==> src/rtl/branch_resolve_unit_pkg.sv <==
// Shared rv32i types used by the branch resolution stage: branch condition
// encoding and the 2-bit branch history counter.
package rv32i_types;

  typedef enum logic [2:0] {
    BR_BEQ  = 3'b000,
    BR_BNE  = 3'b001,
    BR_BLT  = 3'b100,
    BR_BGE  = 3'b101,
    BR_BLTU = 3'b110,
    BR_BGEU = 3'b111
  } branch_funct3_t;

  typedef logic [1:0] bht_ctr_t;

  localparam bht_ctr_t BHT_RESET = 2'b01;

endpackage

==> src/rtl/branch_resolve_unit_if.sv <==
// Request/response bundle between the execute operand muxes and the branch
// resolution stage; slave is the stage's view, master the producer/consumer view.
interface branch_resolve_unit_if #(
  parameter int WIDTH = 32
);
  import rv32i_types::*;

  logic             in_valid;
  logic             in_ready;
  branch_funct3_t   cmpop;
  logic [WIDTH-1:0] cmp_a;
  logic [WIDTH-1:0] cmp_b;
  logic [31:0]      pc;
  logic [31:0]      target;
  logic             pred_taken;

  logic             out_valid;
  logic             out_ready;
  logic             br_en;
  logic             mispredict;
  logic             illegal;
  logic [31:0]      redirect_pc;

  modport master (
    output in_valid, cmpop, cmp_a, cmp_b, pc, target, pred_taken, out_ready,
    input  in_ready, out_valid, br_en, mispredict, illegal, redirect_pc
  );

  modport slave (
    input  in_valid, cmpop, cmp_a, cmp_b, pc, target, pred_taken, out_ready,
    output in_ready, out_valid, br_en, mispredict, illegal, redirect_pc
  );

endinterface

==> src/rtl/branch_resolve_unit_bht.sv <==
// Flat array of 2-bit saturating branch history counters with one
// combinational read port and one registered update port (no bypass).
module bht
  import rv32i_types::*;
#(
  parameter int DEPTH = 64
) (
  input  logic                     clk,
  input  logic                     rst,
  input  logic [$clog2(DEPTH)-1:0] rd_idx,
  output logic                     rd_taken,
  input  logic                     upd_en,
  input  logic [$clog2(DEPTH)-1:0] upd_idx,
  input  logic                     upd_taken
);

  bht_ctr_t ctr_q [DEPTH];
  bht_ctr_t ctr_d [DEPTH];

  always_comb begin
    ctr_d = ctr_q;
    if (upd_en) begin
      if (upd_taken && ctr_q[upd_idx] != 2'b11) begin
        ctr_d[upd_idx] = ctr_q[upd_idx] + 2'd1;
      end else if (!upd_taken && ctr_q[upd_idx] != 2'b00) begin
        ctr_d[upd_idx] = ctr_q[upd_idx] - 2'd1;
      end
    end
  end

  always_ff @(posedge clk) begin
    if (rst) begin
      for (int i = 0; i < DEPTH; i++) begin
        ctr_q[i] <= BHT_RESET;
      end
    end else begin
      ctr_q <= ctr_d;
    end
  end

  assign rd_taken = ctr_q[rd_idx][1];

endmodule

==> src/rtl/branch_resolve_unit.sv <==
// Registered branch resolution stage: condition compare, redirect PC, mispredict
// flag and BHT training. Optional performance counters under `BR_STATS_EN.
module branch_resolve_unit
  import rv32i_types::*;
#(
  parameter int WIDTH = 32,
  parameter int DEPTH = 64
) (
  input  logic                        clk,
  input  logic                        rst,
  input  logic                        flush,
  branch_resolve_unit_if.slave        bus,
  input  logic [31:0]                 lookup_pc,
  output logic                        lookup_taken,
  output logic [31:0]                 stat_branches,
  output logic [31:0]                 stat_mispredicts
);

  localparam int IDX_W = $clog2(DEPTH);

  logic [WIDTH-1:0] op_a;
  logic [WIDTH-1:0] op_b;
  logic             cond_taken;
  logic             cond_illegal;
  logic             in_ready;
  logic             capture;
  logic             accept;

  logic        out_valid_q, out_valid_d;
  logic        br_en_q, br_en_d;
  logic        mispredict_q, mispredict_d;
  logic        illegal_q, illegal_d;
  logic [31:0] redirect_pc_q, redirect_pc_d;
  logic [31:0] pc_q, pc_d;

  assign op_a = bus.cmp_a;
  assign op_b = bus.cmp_b;

  always_comb begin
    cond_taken   = 1'b0;
    cond_illegal = 1'b0;
    case (bus.cmpop)
      BR_BEQ:  cond_taken = (op_a == op_b);
      BR_BNE:  cond_taken = (op_a != op_b);
      BR_BLT:  cond_taken = ($signed(op_a) < $signed(op_b));
      BR_BGE:  cond_taken = ($signed(op_a) >= $signed(op_b));
      BR_BLTU: cond_taken = (op_a < op_b);
      BR_BGEU: cond_taken = (op_a >= op_b);
      default: cond_illegal = 1'b1;
    endcase
  end

  assign in_ready = !out_valid_q || bus.out_ready;
  assign capture  = bus.in_valid && in_ready && !flush;
  assign accept   = out_valid_q && bus.out_ready && !flush;

  // Flush wins over a same-cycle capture; otherwise an accepted result empties the slot.
  always_comb begin
    out_valid_d   = out_valid_q;
    br_en_d       = br_en_q;
    mispredict_d  = mispredict_q;
    illegal_d     = illegal_q;
    redirect_pc_d = redirect_pc_q;
    pc_d          = pc_q;
    if (flush) begin
      out_valid_d = 1'b0;
    end else if (capture) begin
      out_valid_d   = 1'b1;
      br_en_d       = cond_taken;
      mispredict_d  = cond_taken != bus.pred_taken;
      illegal_d     = cond_illegal;
      redirect_pc_d = cond_taken ? bus.target : bus.pc + 32'd4;
      pc_d          = bus.pc;
    end else if (accept) begin
      out_valid_d = 1'b0;
    end
  end

  always_ff @(posedge clk) begin
    if (rst) begin
      out_valid_q   <= 1'b0;
      br_en_q       <= 1'b0;
      mispredict_q  <= 1'b0;
      illegal_q     <= 1'b0;
      redirect_pc_q <= 32'd0;
      pc_q          <= 32'd0;
    end else begin
      out_valid_q   <= out_valid_d;
      br_en_q       <= br_en_d;
      mispredict_q  <= mispredict_d;
      illegal_q     <= illegal_d;
      redirect_pc_q <= redirect_pc_d;
      pc_q          <= pc_d;
    end
  end

  assign bus.in_ready    = in_ready;
  assign bus.out_valid   = out_valid_q;
  assign bus.br_en       = br_en_q;
  assign bus.mispredict  = mispredict_q;
  assign bus.illegal     = illegal_q;
  assign bus.redirect_pc = redirect_pc_q;

  bht #(.DEPTH(DEPTH)) u_bht (
    .clk       (clk),
    .rst       (rst),
    .rd_idx    (lookup_pc[IDX_W+1:2]),
    .rd_taken  (lookup_taken),
    .upd_en    (accept && !illegal_q),
    .upd_idx   (pc_q[IDX_W+1:2]),
    .upd_taken (br_en_q)
  );

  logic unused_pc_bits;
  assign unused_pc_bits = ^{lookup_pc, pc_q};

`ifdef BR_STATS_EN
  logic [31:0] stat_branches_q, stat_branches_d;
  logic [31:0] stat_mispredicts_q, stat_mispredicts_d;

  // Illegal results count as branches but never as mispredicts.
  always_comb begin
    stat_branches_d    = stat_branches_q;
    stat_mispredicts_d = stat_mispredicts_q;
    if (accept) begin
      stat_branches_d = stat_branches_q + 32'd1;
      if (mispredict_q && !illegal_q) begin
        stat_mispredicts_d = stat_mispredicts_q + 32'd1;
      end
    end
  end

  always_ff @(posedge clk) begin
    if (rst) begin
      stat_branches_q    <= 32'd0;
      stat_mispredicts_q <= 32'd0;
    end else begin
      stat_branches_q    <= stat_branches_d;
      stat_mispredicts_q <= stat_mispredicts_d;
    end
  end

  assign stat_branches    = stat_branches_q;
  assign stat_mispredicts = stat_mispredicts_q;
`else
  assign stat_branches    = 32'd0;
  assign stat_mispredicts = 32'd0;
`endif

endmodule

==> src/flat_wrapper.sv <==
// flat-port wrapper written by rule: the top's interface ports become plain ports
module branch_resolve_unit_flat import rv32i_types::*;
#(
  parameter int WIDTH = 32,
  parameter int DEPTH = 64
)
  (clk, rst, flush, lookup_pc, lookup_taken, stat_branches, stat_mispredicts, bus_in_valid, bus_cmpop, bus_cmp_a, bus_cmp_b, bus_pc, bus_target, bus_pred_taken, bus_out_ready, bus_in_ready, bus_out_valid, bus_br_en, bus_mispredict, bus_illegal, bus_redirect_pc);
  branch_resolve_unit_if #(.WIDTH(WIDTH)) bus_i ();
  input  logic clk;
  input  logic rst;
  input  logic flush;
  input  logic [31:0] lookup_pc;
  output logic lookup_taken;
  output logic [31:0] stat_branches;
  output logic [31:0] stat_mispredicts;
  input wire logic [$bits(bus_i.in_valid)-1:0] bus_in_valid;
  input wire logic [$bits(bus_i.cmpop)-1:0] bus_cmpop;
  input wire logic [$bits(bus_i.cmp_a)-1:0] bus_cmp_a;
  input wire logic [$bits(bus_i.cmp_b)-1:0] bus_cmp_b;
  input wire logic [$bits(bus_i.pc)-1:0] bus_pc;
  input wire logic [$bits(bus_i.target)-1:0] bus_target;
  input wire logic [$bits(bus_i.pred_taken)-1:0] bus_pred_taken;
  input wire logic [$bits(bus_i.out_ready)-1:0] bus_out_ready;
  output wire logic [$bits(bus_i.in_ready)-1:0] bus_in_ready;
  output wire logic [$bits(bus_i.out_valid)-1:0] bus_out_valid;
  output wire logic [$bits(bus_i.br_en)-1:0] bus_br_en;
  output wire logic [$bits(bus_i.mispredict)-1:0] bus_mispredict;
  output wire logic [$bits(bus_i.illegal)-1:0] bus_illegal;
  output wire logic [$bits(bus_i.redirect_pc)-1:0] bus_redirect_pc;
  assign bus_i.in_valid = bus_in_valid;
  assign bus_i.cmpop = bus_cmpop;
  assign bus_i.cmp_a = bus_cmp_a;
  assign bus_i.cmp_b = bus_cmp_b;
  assign bus_i.pc = bus_pc;
  assign bus_i.target = bus_target;
  assign bus_i.pred_taken = bus_pred_taken;
  assign bus_i.out_ready = bus_out_ready;
  assign bus_in_ready = bus_i.in_ready;
  assign bus_out_valid = bus_i.out_valid;
  assign bus_br_en = bus_i.br_en;
  assign bus_mispredict = bus_i.mispredict;
  assign bus_illegal = bus_i.illegal;
  assign bus_redirect_pc = bus_i.redirect_pc;
  branch_resolve_unit #(.WIDTH(WIDTH), .DEPTH(DEPTH)) u_core (.clk(clk), .rst(rst), .flush(flush), .bus(bus_i), .lookup_pc(lookup_pc), .lookup_taken(lookup_taken), .stat_branches(stat_branches), .stat_mispredicts(stat_mispredicts));
endmodule
==> config.mk <==
export PLATFORM = sky130hd
export DESIGN_NAME = branch_resolve_unit_flat
export DESIGN_NICKNAME = d
export VERILOG_FILES = /design/src/rtl/branch_resolve_unit_pkg.sv /design/src/rtl/branch_resolve_unit_if.sv /design/src/rtl/branch_resolve_unit_bht.sv /design/src/rtl/branch_resolve_unit.sv /design/src/flat_wrapper.sv
export SDC_FILE = /design/constraint.sdc
export NUM_CORES = 1
export LEC_CHECK = 0
export BUFFER_PORTS_ARGS = -buffer_cell sky130_fd_sc_hd__buf_4
export CAP_MARGIN = 40
export CORE_UTILIZATION = 48
export CTS_CLUSTER_SIZE = 8
export DETAILED_ROUTE_END_ITERATION = 8
export GPL_TIMING_DRIVEN = 0
export PLACE_DENSITY = 0.88
export REMOVE_ABC_BUFFERS = 1
export SKIP_CTS_REPAIR_TIMING = 1
export SYNTH_ARGS = -nofsm -noshare
export SYNTH_HDL_FRONTEND = slang
export SYNTH_SLANG_ARGS = --single-unit
export TNS_END_PERCENT = 100
==> constraint.sdc <==
create_clock -name clk -period 4.1 [get_ports clk]
set_clock_uncertainty 0.1 [all_clocks]
set_input_delay 0.41 -clock clk [delete_from_list [all_inputs] [get_ports clk]]
set_output_delay 0.41 -clock clk [all_outputs]
set_load 0.05 [all_outputs]
After elaboration in Yosys (flattened, before gate mapping)
Cells that the tools add are included.
Operators by class
  $add $sub $neg: 3
  order comparisons: 7
  equality and inequality tests: 9
  muxes and demuxes: 17
  bitwise logic cells: 3
  reduce and logical (&&, ||, !) cells: 21
Operators with widths (count)
  bitwise mux 128 bit: 2
  two-way mux 128 bit: 2
  >= comparator 32 bit: 2
  < comparator 32 bit: 2
  adder 32 x 3 -> 32 bit, second input constant: 1
  == test 32 bit: 1
  two-way mux 32 bit: 1
  inequality test 32 bit: 1
  binary-select mux 2 bit (select 6 bit): 2
  >= comparator 7 bit, second input constant: 2
  NOT 6 -> 7 bit: 2
  demux 2 bit (select 6 bit): 1
  == test 3 bit, second input constant: 4
  two-way mux 2 bit: 5
  logical AND 1 bit: 8
  < comparator 7 x 1 -> 1 bit, second input constant: 1
  case mux 1 bit (6 select lines): 1
  nonzero test 2 bit: 3
  OR reduction 6 bit: 1
  zero test 1 bit: 4
  AND reduction 2 bit: 2
  == test 3 x 1 -> 1 bit, second input constant: 1
  zero test 3 bit: 1
  two-way mux 1 bit: 3
  7 further kinds: 7
Storage, ports and cells
  bits in registers: 172
  input bits: 169
  output and inout port bits: 102

Longest topological paths before layout
  depth in word-level cells: 8
  gate-level depth with buffers: 18
  depth with buffers taken out: 14

Modules after synthesis
Synthesis repeated with hierarchy kept, for this count alone.
Unflattened totals
  cells, all modules: 1329
  area total of the unflattened synthesis: 10886.7 µm²
By module, submodules not included
  bht: instances 1, cells an instance 799, area each 6722.7 µm², seq. area each 2562.5 µm²
  branch_resolve_unit: instances 1, cells an instance 530, area each 4164.0 µm², seq. area each 840.8 µm²

Least setup slack after synthesis
No wires, ideal clock.
  path type: reg-to-reg
  start point: register u_core.pc_q[4]
  end point: register with a tool-made name
  library setup time: 0.141 ns
  arrival time: 3.560 ns
  required time: 3.859 ns
  slack: 0.298 ns
  stages on the path, launching flop included: 18
  period minus slack after synthesis: 3.802 ns
  cell sequence: dfxtp_1 -> clkbuf_1 -> clkbuf_1 -> and3b_1 -> clkbuf_1 -> a22oi_1 -> nand4_1 -> a22o_1 -> nor4_1 -> inv_1 -> ha_1 -> nor2b_1 -> o2111ai_1 -> nor2_1 -> clkbuf_1 -> nand2_1 -> nand2_1 -> o211ai_1
RTL lines
  start, declared: RTL line branch_resolve_unit.sv:34  | logic [31:0] pc_q, pc_d;
  start signal, assigned: RTL line branch_resolve_unit.sv:93  | pc_q <= pc_d;

Worst setup path in the final report
  start point: register u_core.pc_q[4]
  end point: register u_core.u_bht.ctr_q[111] (netlist bit)
Between the ends
  longest elaborated chain between the ends: 8
  elaborated cells between the ends (all ways): 21
  those cells by class: 2 x add/sub; 2 x order compare; 1 x eq/ne; 9 x mux; 1 x bitwise; 6 x reduce/logical
Ends and longest elaborated chain
  NOT 6 -> 7 bit (not written as such) (*)
  binary-select mux 2 bit (select 6 bit) (tied with other cells)
  two-way mux 2 bit (not written as such) / logical AND 1 bit (equally long branches)
  two-way mux 2 bit (on tied branches)
  subtractor 2 x 1 -> 2 bit (tied with other cells): RTL line branch_resolve_unit_bht.sv:26  | ctr_d[upd_idx] = ctr_q[upd_idx] - 2'd1;
  bitwise mux 128 bit (tied with other cells): RTL line branch_resolve_unit_bht.sv:26
  two-way mux 128 bit / nonzero test 2 bit (equally long branches)
  two-way mux 128 bit / AND reduction 2 bit (equally long branches)
  end signal, assigned: RTL line branch_resolve_unit_bht.sv:37  | ctr_q <= ctr_d;
  end, declared: RTL line branch_resolve_unit_bht.sv:17  | bht_ctr_t ctr_q [DEPTH];
Mark *: on every way between the ends. The rest lies on a longest branch, timed or not. The select of a mux whose other input is x is not followed.
A chain may end at the register's enable or synchronous reset.

==> flow_summary.ini <==
[outcome]
status = finished with violations
violations = negative setup slack

[cells_and_area]
final_util = 0.622
layout-drive-gt1-share = 0.231
nFillCells = 1623
multi_input_area_um2 = 5730
area_delta_synth_final_pct = 25.5
final_nets = 1566
design_area_um2 = 12200
regArea_um2 = 3410

[power_and_ir_drop]
power_density_nw_per_um2 = 353
p_leak_nw = 5.00
max-vdd-ir-drop_v = 0.000287
total_power_mw = 4.31

[sta]
relSlewSlack = 0.333
period_minus_slack_ns = 4.24
worst_pin_slew_ns = 0.998
max_freq_ghz = 0.236
finalSetupViolCount = 15
setup_slack_ns = -0.138
finalHoldViolations = 0
drv_slew = 0
fin_crit_sh = 1.03

[yosys]
async_reset_ff_frac = 0
ys_types = 54
synth_edf_count = 0
yosys.cell_count.top_type = nand2_1
ys.warnings.count = 0
synth_top_area_frac = 0.349
netlist_instances = 1200
syn_area_um2 = 9740
synth_common_cells = nand2_1, dfxtp_1, nand3_1
synth-seq-cells = 170
synthFlopType = dfxtp_1
syn_area_per_cell_um2 = 8.12
synth_top_cell_by_area = dfxtp_1
ys_seq_area_frac = 0.349
synth.area.top_cells = dfxtp_1, nand2_1, o211ai_1, buf_4, mux4_2

[global_routing]
antenna_found_initial = 2
grt_pass1_vias = 9631
grt_start_max_net_pins = 91
track_usage = 0.299
grt_pass1_wl_um = 48000
overflow = 0

[critical_path]
worstSetupEndpointType = register
worstPathCellList = nand3b_1 -> buf_4 -> o22ai_1 -> or4_1 -> nand2_1 -> nand4_1 -> nand4b_1 -> bufinv_8 -> buf_16 -> ha_1 -> nor2b_2 -> o2111ai_4 -> nor2_1 -> buf_4 -> buf_6 -> nand2_1 -> nand2_1 -> a21oi_1
cp-start-kind = register
path_class = register to register
arrival_ns = 4.48
cp.required_ns = 4.35
max_stage_delay_ns = 0.50
cpMostUsedCell = nand2_1
crit_slowest_cell = or4_1
crit_fanout = 22

[clock_network]
clk_path_buf_depth = 2
cts_tree = yes
root_buffer = clkbuf_16
path_clk_slew_ns = 0.06
cts_sinks = 170
ctsHtreeMaxLevel = 4
clk-insertion-delay-late_ns = 0.43
cts-buffers-inserted = 17

[die]
dieHeight_um = 144
core.rowCount = 51
io_pins = 271
die_w_um = 144
start_util = 0.495
coreArea_um2 = 19700
dieArea_um2 = 20900

[drt]
routed_wl_um = 32100
drt-wirelength-per-cell_um = 19.5
drc = 0
ant_nets = 0
vias_per_cell = 6.22
first_pass_iters = 9
drt-initial-drc-count = 1287
vias = 10200

[min_path]
holdCritPathClass = input port to register

[placed_design]
place_ws_ns = -0.970
hpwl_um = 21800
dpl_cell_area_um2 = 11200
port_buffers = 180
gp_congestion = 0.909

[run]
maxCapViolations = 0
==> final timing paths <==
path                 startpoint                 endpoint  slack (ns)  depth (start not counted)
min                       flush     u_core.bus.out_valid        0.08                          2
max reg2reg      u_core.pc_q[4]  u_core.u_bht.ctr_q[111]       -0.14                         18
max              u_core.pc_q[4]  u_core.u_bht.ctr_q[111]       -0.14                         18
min reg2reg  u_core.bus.illegal       u_core.bus.illegal        0.37                          2
==> placed cells by master, fill, tap and decap left out, types with 30 or more instances in the layout <==
cell      instances
nand2_1         231
buf_4           208
dfxtp_1         167
nand3_1          89
a21oi_1          86
o211ai_1         66
conb_1           64
inv_1            38
nand4_1          37
ha_1             35
a22oi_1          32
o22ai_1          30
==> through the flow <==
stage / cells / hold WS, ns / TNS, ns
6_report: 1642 / 0.0820 / -0.467
5_1_grt: 1642 / 0.0735 / -5.60
4_1_cts: 1618 / 0.0764 / -108.27
3_5_place_dp: 1586 / 0.361 / -105.35
3_3_place_gp: 1555 / 0.357 / -554.89
2_1_floorplan: 1110 / 0.340 / -178.02
==> where the power goes <==
part           switching, mW  leakage (nW)  internal, mW
registers             0.0270          1.38          1.68
logic                  0.492          3.30         0.247
clock network          0.680         0.328          1.19
==> per-layer routing <==
| metal | vias to the layer above | GRT usage | wire length, um |
|---|---|---|---|
| li1 | 4582 | - | - |
| met1 | 4728 | 0.352 | 11500 |
| met2 | 725 | 0.477 | 14600 |
| met3 | 178 | 0.102 | 4110 |
| met4 | 0 | 0.162 | 1960 |
| met5 | - | 0 | 0 |
==> critical path, delay by kind of cell (launching register included) <==
family / cells / cell delay (ns)
AND/OR/NAND/NOR: 9 / 1.80
buffers and inverters: 5 / 1.01
adder cells (fa/ha/maj): 1 / 0.18
flip-flops: 1 / 0.45
AO/OA/AOI/OAI: 3 / 0.60
==> cells by family after synthesis <==
kind of cell | count (synthesis) | synth area share
simple gates | 473 | 0.233
compound gates | 275 | 0.193
buf+inv | 193 | 0.101
flops | 170 | 0.349
fa+ha+maj | 35 | 0.0450
xor+xnor | 29 | 0.0261
mux | 24 | 0.0517
other cells | 1 | 0.000385
==> final cells by class <==
type | count | share of cell area
inverter | 40 | 0.0136
clock buffer | 20 | 0.0382
timing repair buffer | 231 | 0.154
multi-input combinational | 901 | 0.469
tap | 265 | 0.0271
antenna | 2 | 0.000409
clock inverter | 12 | 0.0178
timing repair inverter | 1 | 0.000409
sequential | 170 | 0.279
Power figures use the tool's default switching activity.
